===== config.mk =====
export PLATFORM = sky130hd
export DESIGN_NAME = cr_lsu_randclk_gen
export DESIGN_NICKNAME = d
export VERILOG_FILES = /design/src/rtl/cr_lsu_randclk_gen.sv
export SDC_FILE = /design/constraint.sdc
export NUM_CORES = 1
export LEC_CHECK = 0
export ABC_AREA = 1
export CAP_MARGIN = 20
export CORE_ASPECT_RATIO = 0.5
export CORE_MARGIN = 5
export CORE_UTILIZATION = 63
export CTS_BUF_LIST = sky130_fd_sc_hd__clkbuf_4 sky130_fd_sc_hd__clkbuf_8
export CTS_CLUSTER_SIZE = 16
export DETAILED_ROUTE_END_ITERATION = 12
export PLACE_DENSITY = 0.88
export REMOVE_ABC_BUFFERS = 1
export SYNTH_ARGS = -nofsm -noshare
export SYNTH_HDL_FRONTEND = slang
export SYNTH_SLANG_ARGS = --single-unit
export TNS_END_PERCENT = 5

===== constraint.sdc =====
create_clock -name forever_cpuclk -period 3.2 [get_ports forever_cpuclk]
set_input_delay 0.64 -clock forever_cpuclk [delete_from_list [all_inputs] [get_ports forever_cpuclk]]
set_output_delay 0.64 -clock forever_cpuclk [all_outputs]
set_load 0.02 [all_outputs]

===== src/rtl/cr_lsu_randclk_gen.sv =====
// cr_lsu_randclk_gen: pseudo-random clock-enable generator for LSU datapath buffers.
// Each channel raises mod_en for a fixed burst when its LFSR nibble falls below
// the density threshold, then rests for a guard period. mod_en is only ever ORed
// into a clock-gate enable, so it can add clock pulses but never remove one.
// Optional feature macro: CR_LSU_RANDCLK_SEED_EN adds the seed-load handshake ports.
module cr_lsu_randclk_gen #(
    parameter int unsigned          CH_NUM    = 4,
    parameter int unsigned          LFSR_W    = 16,
    parameter logic [LFSR_W-1:0]    TAP_MASK  = LFSR_W'(16'hB400),
    parameter logic [LFSR_W-1:0]    SEED      = LFSR_W'(16'hACE1),
    parameter int unsigned          BURST_LEN = 4,
    parameter int unsigned          GUARD_LEN = 1
) (
    input  logic                forever_cpuclk,
    input  logic                cpurst,
    input  logic                randclk_glb_en,
    input  logic [CH_NUM-1:0]   randclk_ch_en,
    input  logic [3:0]          randclk_density,
`ifdef CR_LSU_RANDCLK_SEED_EN
    input  logic                randclk_seed_vld,
    input  logic [LFSR_W-1:0]   randclk_seed_data,
    output logic                randclk_seed_rdy,
`endif
    output logic [CH_NUM-1:0]   randclk_mod_en,
    output logic [LFSR_W-1:0]   randclk_lfsr_val
);

    localparam int unsigned CNT_W = 4;
    localparam int unsigned NIB_W = 4;

    typedef enum logic [1:0] {
        ST_IDLE  = 2'd0,
        ST_BURST = 2'd1,
        ST_GUARD = 2'd2
    } state_e;

    logic [LFSR_W-1:0] lfsr_q, lfsr_d;
    logic [LFSR_W-1:0] lfsr_shift;
    logic [LFSR_W-1:0] lfsr_step;
    logic              seed_load;
    logic [LFSR_W-1:0] seed_val;

    state_e            state_q [CH_NUM];
    state_e            state_d [CH_NUM];
    logic [CNT_W-1:0]  cnt_q   [CH_NUM];
    logic [CNT_W-1:0]  cnt_d   [CH_NUM];
    logic [CH_NUM-1:0] mod_en_q, mod_en_d;

    // Seed handshake: loads only while the generator is globally idle; zero maps to SEED.
`ifdef CR_LSU_RANDCLK_SEED_EN
    assign randclk_seed_rdy = ~randclk_glb_en;
    assign seed_load        = randclk_seed_vld & randclk_seed_rdy;
    assign seed_val         = (randclk_seed_data == '0) ? SEED : randclk_seed_data;
`else
    assign seed_load        = 1'b0;
    assign seed_val         = SEED;
`endif

    // Galois LFSR step and next-value select (seed load wins over stepping).
    always_comb begin
        lfsr_shift = lfsr_q >> 1;
        lfsr_step  = lfsr_q[0] ? (lfsr_shift ^ TAP_MASK) : lfsr_shift;
        lfsr_d     = lfsr_q;
        if (seed_load) begin
            lfsr_d = seed_val;
        end else if (randclk_glb_en) begin
            lfsr_d = lfsr_step;
        end
    end

    // Per-channel burst/guard sequencer; any disable collapses the channel to IDLE.
    always_comb begin
        for (int i = 0; i < CH_NUM; i++) begin
            state_d[i]  = state_q[i];
            cnt_d[i]    = cnt_q[i];
            mod_en_d[i] = 1'b0;
            if (!(randclk_glb_en && randclk_ch_en[i])) begin
                state_d[i] = ST_IDLE;
                cnt_d[i]   = '0;
            end else begin
                case (state_q[i])
                    ST_IDLE: begin
                        if (lfsr_q[NIB_W*i +: NIB_W] < randclk_density) begin
                            state_d[i] = ST_BURST;
                            cnt_d[i]   = CNT_W'(BURST_LEN - 1);
                        end
                    end
                    ST_BURST: begin
                        if (cnt_q[i] == '0) begin
                            if (GUARD_LEN == 0) begin
                                state_d[i] = ST_IDLE;
                                cnt_d[i]   = '0;
                            end else begin
                                state_d[i] = ST_GUARD;
                                cnt_d[i]   = CNT_W'(GUARD_LEN - 1);
                            end
                        end else begin
                            cnt_d[i] = cnt_q[i] - CNT_W'(1);
                        end
                    end
                    ST_GUARD: begin
                        if (cnt_q[i] == '0) begin
                            state_d[i] = ST_IDLE;
                        end else begin
                            cnt_d[i] = cnt_q[i] - CNT_W'(1);
                        end
                    end
                    default: begin
                        state_d[i] = ST_IDLE;
                        cnt_d[i]   = '0;
                    end
                endcase
            end
            mod_en_d[i] = (state_d[i] == ST_BURST);
        end
    end

    // State, counter, LFSR and output registers.
    always_ff @(posedge forever_cpuclk or posedge cpurst) begin
        if (cpurst) begin
            lfsr_q   <= SEED;
            mod_en_q <= '0;
            for (int i = 0; i < CH_NUM; i++) begin
                state_q[i] <= ST_IDLE;
                cnt_q[i]   <= '0;
            end
        end else begin
            lfsr_q   <= lfsr_d;
            mod_en_q <= mod_en_d;
            for (int i = 0; i < CH_NUM; i++) begin
                state_q[i] <= state_d[i];
                cnt_q[i]   <= cnt_d[i];
            end
        end
    end

    assign randclk_mod_en   = mod_en_q;
    assign randclk_lfsr_val = lfsr_q;

endmodule


==> impl_metrics.toml <==
[setup_path]
cp-end-kind = "output port"
crit_cells = 1
cp-start-kind = "flip-flop"
critPathTopFamily = "flip-flops"
crit_type = "flip-flop to output port"
critPathBufInv = 1
reg2reg_setup_slack_ns = 1.60
rr_endpoint = "cnt_q[8]"
cpPeakStageDelay_ns = 0.65
cp-endpoint = "randclk_lfsr_val[0]"
cp.required_ns = 2.56
cp-startpoint = "randclk_lfsr_val[0]"
reg2reg_from = "randclk_lfsr_val[7]"
reg2reg_depth = 7
cp.arrival_ns = 1.59
path_cells = "clkdlybuf4s50_1"
cp_slowest_cell = "dfstp_2"
crit_fanout = 6

[grt]
antenna_found_initial = 0
gr-total-overflow = 0
grt_max_degree = 45
grt_pass1_wl_um = 10430
track_usage = 0.2102
first_global_vias = 2330

[yosys]
ys_ff_latch = 44
syn_avg_cell_area_um2 = 7.642
ys_seq_area_frac = 0.3908
synth_async_sr_flop_share = 1.000
syn_inst = 372
yosysUniqueCellTypes = 25
syn_area_um2 = 2843
synth_edf_count = 0
synthFlopType = "dfrtp_1"
yosys_warnings = 0

[cts]
clockBufferDepth = 2
hold_buffers = 0
clk_latency_ns = 0.29
cts.sink_count = 44
cts-root-buf = "clkbuf_8"
clkTransAtPathRegs_ns = 0.08
cts_max_level = 2
cts_tree = "yes"
cts_resized = 0
cts_buffers = 5
cts_setup_buffers = 0

[final_layout]
area_delta_synth_final_pct = 12.68
fillers = 321
drive_gt1_frac = 0.1168
antenna_cells = 0
nNetsFinal = 423

[timing]
period_share = 0.6978
drv_slew = 0
fin_tns_setup_ns = 0
clock_skew_ns = 0.004133
rsz0062_at_grt = "no"
timing.slew.headroom = 0.4118
worst_slew_pin_slew_ns = 0.8796
hold_viol = 0
setup_viol_count_final = 0
fin_crit_ns = 2.233
max_freq_mhz = 447.8

[floorplan]
dieArea_um2 = 6037
rows = 17
die_w_um = 105.0
die_height_um = 57.50
core_area_um2 = 4382
start_util = 0.6488
ios = 31

[pwr]
clockPowerShare = 0.215
p_int_mw = 1.234
swShare = 0.3816
totalPowerFinal_mw = 1.995
peakVddDrop_uv = 345.0
pwr-share-comb = 0.397
p_leak_nw = 1.629
power_density_nw_per_um2 = 622.9
p_seq_frac = 0.388
p_sw_uw = 761.3

[drt]
drt_iter0_drc = 119
routedWlPerCell_um = 13.25
vias_per_cell = 5.333
wl_um = 5977
drc = 0
antenna_left = 0
drt_pass1_iterations = 5
vias = 2405

[placed_design]
hpwl_um = 4465
gp_congestion = 0.8709
port_buffers = 30

[flow_run]
maxCapViolations = 0

[outcome]
status = "complete, no violations"

[min_path]
hp-class = "flip-flop to flip-flop"
## area by class of cell
class | count | area (um^2) | share of cell area
clock inverters | 2 | 35.03 | 0.01094
well taps | 57 | 71.32 | 0.02227
clock buffers | 6 | 76.32 | 0.02383
repair buffers | 31 | 307.8 | 0.09609
inverters | 58 | 222.7 | 0.06953
multi-input cells | 253 | 1379 | 0.4305
flip-flops and latches | 44 | 1111 | 0.3469
## worst min-delay path by stage
stage,from,endpoint,cells past startpoint
final,cnt_q[13],cnt_q[13],2
after global routing,cnt_q[0],cnt_q[0],2
after CTS,cnt_q[13],cnt_q[13],2
after detailed placement,cnt_q[1],cnt_q[1],2
after global placement,cnt_q[1],cnt_q[1],2
after floorplan,cnt_q[0],cnt_q[0],2
## stage by stage
step / area, um^2 / util / setup slack [ns] / instances / hold slack [ns]
6_report: 3203 / 0.7310 / 0.9670 / 451 / 0.4793
3_5_place_dp: 3092 / 0.7056 / 0.7744 / 443 / 0.4630
5_1_grt: 3203 / 0.7310 / 0.8723 / 451 / 0.5167
3_3_place_gp: 3092 / 0.7056 / 0.8418 / 443 / 0.4580
2_1_floorplan: 2713 / - / 1.542 / 355 / 0.4419
4_1_cts: 3203 / 0.7310 / 0.9651 / 451 / 0.4822
## cell usage after synthesis (all sizes together) (3+ instances only)
master / number / area, um^2
nand3: 39 / 227.7
xnor2: 3 / 26.28
buf: 17 / 130.1
a21oi: 19 / 95.09
nor2: 23 / 101.4
xor2: 3 / 26.28
nand4: 8 / 50.05
dfstp: 8 / 210.2
inv: 58 / 222.7
dfrtp: 36 / 900.9
o21ai: 21 / 105.1
nand2: 115 / 486.7
ha: 19 / 237.7
## cell families after synthesis
| kind of cell | count (synthesis) | synth area share |
|---|---|---|
| compound gates | 43 | 0.07834 |
| xor+xnor | 6 | 0.01849 |
| fa+ha+maj | 19 | 0.08363 |
| buf+inv | 75 | 0.1241 |
| flops | 44 | 0.3908 |
| simple gates | 185 | 0.3046 |
## cell usage in the layout (no fill, tap or decap)
| master | synthesis | routed |
|---|---|---|
| nand3_2 | 4 | 4 |
| nand4_1 | 8 | 8 |
| nand3_4 | 1 | 1 |
| clkbuf_4 | 0 | 1 |
| buf_4 | 13 | 1 |
| ha_1 | 19 | 19 |
| clkbuf_8 | 0 | 5 |
| o21ai_0 | 16 | 16 |
| o21ai_1 | 5 | 5 |
| nand2_1 | 103 | 103 |
| dfstp_2 | 8 | 8 |
| nand2_4 | 5 | 5 |
| inv_1 | 52 | 52 |
| dfrtp_1 | 36 | 36 |
| a21oi_1 | 19 | 19 |
| nand3_1 | 34 | 34 |
| clkdlybuf4s50_1 | 0 | 30 |
| o211ai_1 | 1 | 1 |
| xnor2_1 | 3 | 3 |
| clkinv_2 | 0 | 1 |
| nor2_2 | 6 | 6 |
| nor2_1 | 17 | 17 |
| inv_4 | 2 | 2 |
| bufinv_16 | 0 | 1 |
| nand2_2 | 7 | 7 |
| inv_2 | 4 | 4 |
| xor2_1 | 3 | 3 |
| a211oi_1 | 2 | 2 |
## power by group through the flow
stage                     Combinational [mW]  Clock (mW)  Sequential, mW
after floorplan                        0.440           0           0.848
after CTS                              0.793       0.435           0.773
final                                  0.793       0.428           0.774
after detailed placement               0.786           0           0.782
after global placement                 0.746           0           0.777
after global routing                   0.882       0.460           0.792
## registers in the layout, indices dropped and copies added (netlist names)
register	count
cnt_q	16
randclk_lfsr_val	16
randclk_mod_en	4
state_q	8
## per-layer routing
layer / share of wire / GRT usage
met5: 0 / 0
met4: 0.011 / 0.06557
met3: 0.039 / 0.03616
met2: 0.51 / 0.3837
met1: 0.44 / 0.2571
Power figures use the tool's default switching activity.
